$ cat src/rtl/mc_core_pkg.sv
// mc_core_pkg: shared definitions for the multi-cycle RV32I-subset core.
//   - RV32I opcode / funct3 / funct7 constants for the supported subset
//   - FSM state enum and ALU operation enum
//   - get_imm(): builds the sign-extended 32-bit I/S/B/J immediate from an instruction word
package mc_core_pkg;

    localparam logic [6:0] OpcOp     = 7'b0110011;
    localparam logic [6:0] OpcOpImm  = 7'b0010011;
    localparam logic [6:0] OpcLoad   = 7'b0000011;
    localparam logic [6:0] OpcStore  = 7'b0100011;
    localparam logic [6:0] OpcBranch = 7'b1100011;
    localparam logic [6:0] OpcJal    = 7'b1101111;
    localparam logic [6:0] OpcSystem = 7'b1110011;

    localparam logic [2:0] F3AddSub = 3'b000;
    localparam logic [2:0] F3Slt    = 3'b010;
    localparam logic [2:0] F3Xor    = 3'b100;
    localparam logic [2:0] F3Or     = 3'b110;
    localparam logic [2:0] F3And    = 3'b111;
    localparam logic [2:0] F3Word   = 3'b010;
    localparam logic [2:0] F3Beq    = 3'b000;

    localparam logic [6:0] F7Base = 7'b0000000;
    localparam logic [6:0] F7Sub  = 7'b0100000;

    typedef enum logic [2:0] {
        StFetch,
        StDecode,
        StExec,
        StMem,
        StWb,
        StHalt
    } state_e;

    typedef enum logic [2:0] {
        AluAdd,
        AluSub,
        AluAnd,
        AluOr,
        AluXor,
        AluSlt
    } alu_op_e;

    // Immediate format is chosen by opcode; R-type and unknown opcodes yield 0.
    function automatic logic [31:0] get_imm(input logic [31:0] ir);
        logic [31:0] imm;
        case (ir[6:0])
            OpcOpImm, OpcLoad: imm = {{20{ir[31]}}, ir[31:20]};
            OpcStore:          imm = {{20{ir[31]}}, ir[31:25], ir[11:7]};
            OpcBranch:         imm = {{19{ir[31]}}, ir[31], ir[7], ir[30:25], ir[11:8], 1'b0};
            OpcJal:            imm = {{11{ir[31]}}, ir[31], ir[19:12], ir[20], ir[30:21], 1'b0};
            default:           imm = '0;
        endcase
        return imm;
    endfunction

endpackage

$ cat src/rtl/mc_core_top_regfile.sv
// mc_regfile: NREGS x XLEN architectural register file.
//   clk_i      clock, rising edge
//   rst_ni     synchronous active-low clear of all registers
//   raddr_a_i  read index A (5 bit); indices >= NREGS and x0 read 0
//   raddr_b_i  read index B (5 bit)
//   rdata_a_o  asynchronous read data A
//   rdata_b_o  asynchronous read data B
//   we_i       write enable
//   waddr_i    write index; x0 and indices >= NREGS are dropped
//   wdata_i    write data
module mc_regfile #(
    parameter int unsigned XLEN  = 32,
    parameter int unsigned NREGS = 32
) (
    input  logic            clk_i,
    input  logic            rst_ni,
    input  logic [4:0]      raddr_a_i,
    input  logic [4:0]      raddr_b_i,
    output logic [XLEN-1:0] rdata_a_o,
    output logic [XLEN-1:0] rdata_b_o,
    input  logic            we_i,
    input  logic [4:0]      waddr_i,
    input  logic [XLEN-1:0] wdata_i
);

    localparam int unsigned IdxW = (NREGS > 1) ? $clog2(NREGS) : 1;

    logic [XLEN-1:0] regs_q [NREGS];

    function automatic logic idx_ok(input logic [4:0] idx);
        return (idx != 5'd0) && (32'(idx) < NREGS);
    endfunction

    always_comb begin
        rdata_a_o = '0;
        rdata_b_o = '0;
        if (idx_ok(raddr_a_i)) rdata_a_o = regs_q[raddr_a_i[IdxW-1:0]];
        if (idx_ok(raddr_b_i)) rdata_b_o = regs_q[raddr_b_i[IdxW-1:0]];
    end

    always_ff @(posedge clk_i) begin
        if (!rst_ni) begin
            for (int i = 0; i < int'(NREGS); i++) regs_q[i] <= '0;
        end else if (we_i && idx_ok(waddr_i)) begin
            regs_q[waddr_i[IdxW-1:0]] <= wdata_i;
        end
    end

endmodule

$ cat src/rtl/mc_core_top.sv
// mc_core_top: multi-cycle RV32I-subset core (ADD SUB AND OR XOR SLT ADDI LW SW BEQ JAL).
// Fetch and data access share one req/ack memory port; any other opcode halts the core.
//   Clk        clock, rising edge
//   Reset      synchronous active-low reset
//   MemReq     memory request, held until MemAck
//   MemWR      1 = write, 0 = read
//   MemAddr    word address (byte_addr[ADDR_W+1:2])
//   MemWData   store data
//   MemRData   read data, valid with MemAck
//   MemAck     completes the current request
//   PC         current instruction byte address
//   Final_Out  last value written to the register file
//   Retire     one-cycle pulse per completed instruction
//   Halt       sticky halt indicator
// Optional macro MC_CORE_PERF_EN adds CycleCnt / InstrCnt performance counters.
module mc_core_top
    import mc_core_pkg::*;
#(
    parameter int unsigned     XLEN     = 32,
    parameter int unsigned     NREGS    = 32,
    parameter int unsigned     ADDR_W   = 8,
    parameter logic [XLEN-1:0] RESET_PC = '0
) (
    input  logic              Clk,
    input  logic              Reset,
    output logic              MemReq,
    output logic              MemWR,
    output logic [ADDR_W-1:0] MemAddr,
    output logic [XLEN-1:0]   MemWData,
    input  logic [XLEN-1:0]   MemRData,
    input  logic              MemAck,
    output logic [XLEN-1:0]   PC,
    output logic [XLEN-1:0]   Final_Out,
    output logic              Retire,
    output logic              Halt
`ifdef MC_CORE_PERF_EN
    ,
    output logic [XLEN-1:0]   CycleCnt,
    output logic [XLEN-1:0]   InstrCnt
`endif
);

    state_e            state_q, state_d;
    alu_op_e           alu_op_q, dec_alu_op;
    logic              dec_valid;
    logic [31:0]       ir_q;
    logic [XLEN-1:0]   pc_q, a_q, b_q, imm_q, pc_imm_q, res_q, mdr_q, final_q;
    logic              take_q;
    logic              mem_req_q, mem_wr_q;
    logic [ADDR_W-1:0] mem_addr_q;
    logic [XLEN-1:0]   mem_wdata_q;

    logic [6:0]        opcode, funct7;
    logic [2:0]        funct3;
    logic [4:0]        rd, rs1, rs2;
    logic              is_op, is_load, is_store, is_branch, is_jal, writes_rd, rd_ok;
    logic [XLEN-1:0]   rf_a, rf_b, rf_wdata, op_b, alu_res, pc_next, imm_x;
    logic              rf_we;

    assign opcode = ir_q[6:0];
    assign rd     = ir_q[11:7];
    assign funct3 = ir_q[14:12];
    assign rs1    = ir_q[19:15];
    assign rs2    = ir_q[24:20];
    assign funct7 = ir_q[31:25];

    assign is_op     = (opcode == OpcOp);
    assign is_load   = (opcode == OpcLoad);
    assign is_store  = (opcode == OpcStore);
    assign is_branch = (opcode == OpcBranch);
    assign is_jal    = (opcode == OpcJal);
    assign writes_rd = is_op || (opcode == OpcOpImm) || is_load || is_jal;
    assign rd_ok     = (rd != 5'd0) && (32'(rd) < NREGS);

    assign imm_x = XLEN'($signed(get_imm(ir_q)));

    // Instruction legality and ALU operation.
    always_comb begin
        dec_valid  = 1'b0;
        dec_alu_op = AluAdd;
        case (opcode)
            OpcOp: begin
                if (funct7 == F7Base) begin
                    dec_valid = 1'b1;
                    case (funct3)
                        F3AddSub: dec_alu_op = AluAdd;
                        F3Slt:    dec_alu_op = AluSlt;
                        F3Xor:    dec_alu_op = AluXor;
                        F3Or:     dec_alu_op = AluOr;
                        F3And:    dec_alu_op = AluAnd;
                        default:  dec_valid  = 1'b0;
                    endcase
                end else if (funct7 == F7Sub && funct3 == F3AddSub) begin
                    dec_valid  = 1'b1;
                    dec_alu_op = AluSub;
                end
            end
            OpcOpImm:          dec_valid = (funct3 == F3AddSub);
            OpcLoad, OpcStore: dec_valid = (funct3 == F3Word);
            OpcBranch:         dec_valid = (funct3 == F3Beq);
            OpcJal:            dec_valid = 1'b1;
            default:           dec_valid = 1'b0;
        endcase
    end

    always_comb begin
        op_b = is_op ? b_q : imm_q;
        unique case (alu_op_q)
            AluAdd:  alu_res = a_q + op_b;
            AluSub:  alu_res = a_q - op_b;
            AluAnd:  alu_res = a_q & op_b;
            AluOr:   alu_res = a_q | op_b;
            AluXor:  alu_res = a_q ^ op_b;
            AluSlt:  alu_res = ($signed(a_q) < $signed(op_b)) ? XLEN'(1) : '0;
            default: alu_res = '0;
        endcase
    end

    assign pc_next  = take_q ? pc_imm_q : pc_q + XLEN'(4);
    assign rf_we    = (state_q == StWb) && writes_rd;
    assign rf_wdata = is_load ? mdr_q : res_q;

    mc_regfile #(
        .XLEN  (XLEN),
        .NREGS (NREGS)
    ) u_regfile (
        .clk_i     (Clk),
        .rst_ni    (Reset),
        .raddr_a_i (rs1),
        .raddr_b_i (rs2),
        .rdata_a_o (rf_a),
        .rdata_b_o (rf_b),
        .we_i      (rf_we),
        .waddr_i   (rd),
        .wdata_i   (rf_wdata)
    );

    // FSM state register
    always_ff @(posedge Clk) begin
        if (!Reset) state_q <= StFetch;
        else        state_q <= state_d;
    end

    // FSM next state; MemAck only counts while our request is up
    always_comb begin
        state_d = state_q;
        unique case (state_q)
            StFetch:  if (mem_req_q && MemAck) state_d = StDecode;
            StDecode: state_d = dec_valid ? StExec : StHalt;
            StExec:   state_d = (is_load || is_store) ? StMem : StWb;
            StMem:    if (mem_req_q && MemAck) state_d = StWb;
            StWb:     state_d = StFetch;
            StHalt:   state_d = StHalt;
            default:  state_d = StHalt;
        endcase
    end

    // FSM outputs
    always_comb begin
        Retire = (state_q == StWb);
        Halt   = (state_q == StHalt);
    end

    // Datapath. The request for the next access is raised on the same edge that enters
    // FETCH (from WB) or MEM (from EXEC) so the port is idle only in DECODE/EXEC/WB.
    always_ff @(posedge Clk) begin
        if (!Reset) begin
            pc_q        <= RESET_PC;
            ir_q        <= '0;
            a_q         <= '0;
            b_q         <= '0;
            imm_q       <= '0;
            pc_imm_q    <= '0;
            res_q       <= '0;
            mdr_q       <= '0;
            final_q     <= '0;
            take_q      <= 1'b0;
            alu_op_q    <= AluAdd;
            mem_req_q   <= 1'b0;
            mem_wr_q    <= 1'b0;
            mem_addr_q  <= '0;
            mem_wdata_q <= '0;
        end else begin
            unique case (state_q)
                StFetch: begin
                    if (!mem_req_q) begin
                        // First fetch after reset.
                        mem_req_q  <= 1'b1;
                        mem_wr_q   <= 1'b0;
                        mem_addr_q <= pc_q[ADDR_W+1:2];
                    end else if (MemAck) begin
                        ir_q      <= MemRData[31:0];
                        mem_req_q <= 1'b0;
                    end
                end
                StDecode: begin
                    a_q      <= rf_a;
                    b_q      <= rf_b;
                    imm_q    <= imm_x;
                    pc_imm_q <= pc_q + imm_x;
                    alu_op_q <= dec_alu_op;
                    take_q   <= 1'b0;
                end
                StExec: begin
                    if (is_load || is_store) begin
                        res_q       <= alu_res;
                        mem_req_q   <= 1'b1;
                        mem_wr_q    <= is_store;
                        mem_addr_q  <= alu_res[ADDR_W+1:2];
                        mem_wdata_q <= b_q;
                    end else if (is_branch) begin
                        take_q <= (a_q == b_q);
                    end else if (is_jal) begin
                        res_q  <= pc_q + XLEN'(4);
                        take_q <= 1'b1;
                    end else begin
                        res_q <= alu_res;
                    end
                end
                StMem: begin
                    if (MemAck) begin
                        mdr_q     <= MemRData;
                        mem_req_q <= 1'b0;
                        mem_wr_q  <= 1'b0;
                    end
                end
                StWb: begin
                    if (writes_rd && rd_ok) final_q <= rf_wdata;
                    pc_q       <= pc_next;
                    mem_req_q  <= 1'b1;
                    mem_wr_q   <= 1'b0;
                    mem_addr_q <= pc_next[ADDR_W+1:2];
                end
                StHalt: begin
                    mem_req_q <= 1'b0;
                    mem_wr_q  <= 1'b0;
                end
                default: mem_req_q <= 1'b0;
            endcase
        end
    end

    assign MemReq    = mem_req_q;
    assign MemWR     = mem_wr_q;
    assign MemAddr   = mem_addr_q;
    assign MemWData  = mem_wdata_q;
    assign PC        = pc_q;
    assign Final_Out = final_q;

`ifdef MC_CORE_PERF_EN
    logic [XLEN-1:0] cycle_cnt_q, instr_cnt_q;

    always_ff @(posedge Clk) begin
        if (!Reset) begin
            cycle_cnt_q <= '0;
            instr_cnt_q <= '0;
        end else begin
            if (state_q != StHalt) cycle_cnt_q <= cycle_cnt_q + XLEN'(1);
            if (state_q == StWb)   instr_cnt_q <= instr_cnt_q + XLEN'(1);
        end
    end

    assign CycleCnt = cycle_cnt_q;
    assign InstrCnt = instr_cnt_q;
`endif

endmodule

$ cat config.mk
export PLATFORM = sky130hd
export DESIGN_NAME = mc_core_top
export DESIGN_NICKNAME = d
export VERILOG_FILES = /design/src/rtl/mc_core_pkg.sv /design/src/rtl/mc_core_top_regfile.sv /design/src/rtl/mc_core_top.sv
export SDC_FILE = /design/constraint.sdc
export NUM_CORES = 2
export LEC_CHECK = 0
export ABC_AREA = 1
export ABC_CLOCK_PERIOD_IN_PS = 3800
export BUFFER_PORTS_ARGS = -buffer_cell sky130_fd_sc_hd__buf_2
export CORE_ASPECT_RATIO = 0.5
export CORE_MARGIN = 4
export CORE_UTILIZATION = 45
export CTS_CLUSTER_SIZE = 28
export DETAILED_ROUTE_END_ITERATION = 10
export PLACE_DENSITY = 0.65
export SLEW_MARGIN = 25
export SYNTH_ARGS = -nofsm -noshare
export SYNTH_HDL_FRONTEND = slang
export SYNTH_SLANG_ARGS = --single-unit
$ cat constraint.sdc
create_clock -name Clk -period 3.8 [get_ports Clk]
set_input_delay 0.76 -clock Clk [delete_from_list [all_inputs] [get_ports Clk]]
set_output_delay 0.76 -clock Clk [all_outputs]
set_load 0.02 [all_outputs]
==> results.json <==
{
  "synth.avg_cell_area_um2": 8.60,
  "grt_pass1_vias": 65238,
  "holdWs_ns": 0.269,
  "drt_pre_antenna_iters": 9,
  "clock-sinks": 1360,
  "hold_viol": 0,
  "final_nets": 8946,
  "period_minus_slack_ns": 3.65,
  "r2r_cells": 20,
  "num_rows": 106,
  "detail-route-antenna-nets": 0,
  "setup-violations-final": 0,
  "grt_max_degree": 103,
  "worst_slack_ns": 0.153,
  "largest-register": "u_regfile.regs_q",
  "max-vdd-ir-drop_uv": 497,
  "crit_chain": "nand2_1 > nor3_2 > nand2_1 > nor3_2 > buf_4 > inv_2 > buf_4 > o21ai_1 > ha_1 > inv_1 > nand2_1 > nor3_1 > buf_4 > and2_1 > nand2_1 > nand3_1 > nand3_1 > nand3_1 > nand2_1 > a21oi_1",
  "cts_tree": "built",
  "largest_reg_flops": 1024,
  "place_congestion": 1.06,
  "crit_type": "flop to flop",
  "crit_path_top_delay_cell": "ha_1",
  "fmax_mhz": 274,
  "fin_area_um2": 85300,
  "io_pins": 143,
  "most-common-layout-cells": "1735 x nor2_1, 1053 x nand2_1, 1024 x edfxtp_1, 665 x o21ai_0, 605 x nand3_1",
  "tightest_slew_ns": 1.11,
  "drc": 0,
  "synth_largest_area_cell": "edfxtp_1",
  "leakage_nw": 30.5,
  "rsz0062_at_grt": "yes",
  "yosysSeqAreaShare_pct": 49.4,
  "n_fill_cell": 15432,
  "dieWidth_um": 589,
  "grt_pass1_wl_um": 439000,
  "synthesis.instances": 8829,
  "final_util_pct": 51.0,
  "pre_cts_ws_ns": -0.139,
  "drtIter0Drc": 11570,
  "status": "finished clean",
  "cts_buffers": 134,
  "finalCritPeriodShare_pct": 96.0,
  "synth.area.top_cells": "edfxtp_1 41%, dfxtp_1 8.9%, nor2_1 8.7%",
  "crit_top_cell": "nand2_1",
  "viasPerCell": 6.34,
  "crit_path_start_kind": "flop",
  "max_stage_delay_ns": 0.39,
  "core_um2": 167000,
  "tns_ns": 0,
  "hold_path.class": "input port to flop",
  "ys.flop_type": "edfxtp_1",
  "p_per_area_nw_per_um2": 465,
  "max-slew-margin-rel_pct": 25.4,
  "wl_um": 304000,
  "clk_path_buf_depth": 3,
  "drv_slew": 0,
  "track_usage_pct": 33.2,
  "io_buffers": 142,
  "drive_above_1_share_pct": 9.93,
  "placed_cell_area_um2": 80700,
  "layout_commonest_cell": "nor2_1",
  "required_ns": 4.51,
  "critPathCaptureType": "flop",
  "antenna_found_initial": 10,
  "cts-root-buf": "clkbuf_16",
  "synth_top_cell_area_share_pct": 40.5,
  "crit_start": "ir_q[1]",
  "insertion_delay_ns": 0.79,
  "ys_types": 49,
  "wl_per_cell_um": 27.2,
  "clock_skew_ns": 0.0334,
  "initial_core_util_pct": 45.3,
  "fp.dieH_um": 298,
  "yosysWarnings": 0,
  "critical_path.max_fanout": 24,
  "worstSetupEndpoint": "res_q[29]",
  "cts.reportedPaths.clkPinSlew_ns": 0.07,
  "r2r_end": "res_q[29]",
  "synth_edf_count": 1024,
  "ctsHtreeMaxLevel": 4,
  "cap_viol_max_count": 0,
  "crit_arrival_ns": 4.35,
  "dp_hpwl_um": 202000,
  "area_growth_pct": 12.4,
  "dieArea_um2": 176000,
  "seq_area_um2": 37500,
  "reg2reg_slack_ns": 0.15,
  "synthArstFlopShare_pct": 0,
  "r2r-start": "ir_q[1]",
  "synth_seq_cells": 1360,
  "multiInputGateArea_um2": 34100,
  "num_vias": 70717,
  "synthesis.area_um2": 75900,
  "gr-total-overflow": 0
}
## cells in the mapped netlist (11+ instances only)
cell,number
a21oi_1,471
a311oi_1,32
a31oi_1,16
a32oi_1,65
buf_1,49
buf_2,145
clkbuf_1,564
dfxtp_1,336
edfxtp_1,1024
ha_1,131
inv_1,529
mux2i_1,384
nand2_1,1091
nand3_1,608
nand4_1,48
nor2_1,1750
nor3_1,42
nor4_1,11
o211ai_1,70
o21ai_0,696
o21ai_1,32
o21bai_1,93
o221ai_1,452
o22ai_1,47
xnor2_1,25
xor2_1,41
## cell families (layout without fill, tap and decap cells)
group / Yosys count / after routing / synth area share [%]
and+or+nand+nor: 3580 / 3580 / 19.2
AOI/OAI and AO/OA: 2009 / 2009 / 16.7
DFF: 1360 / 1360 / 49.4
buffers and inverters: 1295 / 1323 / 6.64
muxes: 384 / 384 / 5.06
adders and majority gates: 134 / 134 / 2.24
xor gates and xnor gates: 66 / 66 / 0.762
other: 1 / 33 / 0.00494
## stage by stage
step / std cells / power (mW)
after CTS: 11153 / 39.2
after floorplan: 8860 / 22.4
after global placement: 10904 / 25.9
after detailed placement: 10906 / 25.9
final: 11157 / 39.6
after global routing: 11156 / 40.8
## how the worst min path moves through the flow
stage                       startpoint   endpoint  slack, ns  cells past startpoint
after detailed placement       ir_q[0]    ir_q[0]       0.46                      2
after global routing      MemRData[25]  mdr_q[25]       0.28                      3
after floorplan                ir_q[1]    ir_q[1]       0.44                      2
final                      MemRData[1]   mdr_q[1]       0.27                      3
after global placement         ir_q[0]    ir_q[0]       0.46                      2
after CTS                  MemRData[1]   mdr_q[1]       0.24                      3
## routing by layer
metal / vias to the layer above / track usage, % / wire [um]
met1: 33945 / 44.8 / 117000
met3: 837 / 9.65 / 42400
li1: 30906 / - / -
met5: - / 0 / 47
met4: 8 / 15.4 / 15800
met2: 5021 / 49.2 / 129000
## worst max-delay path, delay by kind of cell, from the launching register on
kind,cells,cell delay [ns]
buffers and inverters,5,0.82
DFF,1,0.34
and+or+nand+nor,12,1.54
adders and majority gates,1,0.39
AOI/OAI and AO/OA,2,0.48
## final cells by class
cell class	count	area share, %
inverter	537	2.40
multi-input combinational	6205	40.0
tap	2268	3.33
clock buffer	181	4.38
sequential	1360	44.0
clock inverter	66	0.657
antenna	1	0.00293
timing repair buffer	539	5.26
## report_power, final
group | leakage [nW] | switching [mW] | total, mW | internal (mW)
clock network | 2.10 | 6.27 | 13.5 | 7.27
logic | 15.1 | 6.21 | 9.02 | 2.81
registers | 13.3 | 0.550 | 17.1 | 16.5
total | 30.5 | 13.0 | 39.6 | 26.6
## repair_timing
action,CTS,global route
buffers inserted,0,0
hold endpoints to repair,0,0
hold buffers,0,0
setup endpoints to repair,10,48
pin swaps,0,1
gates resized for setup,5,78
Power figures use the tool's default switching activity.
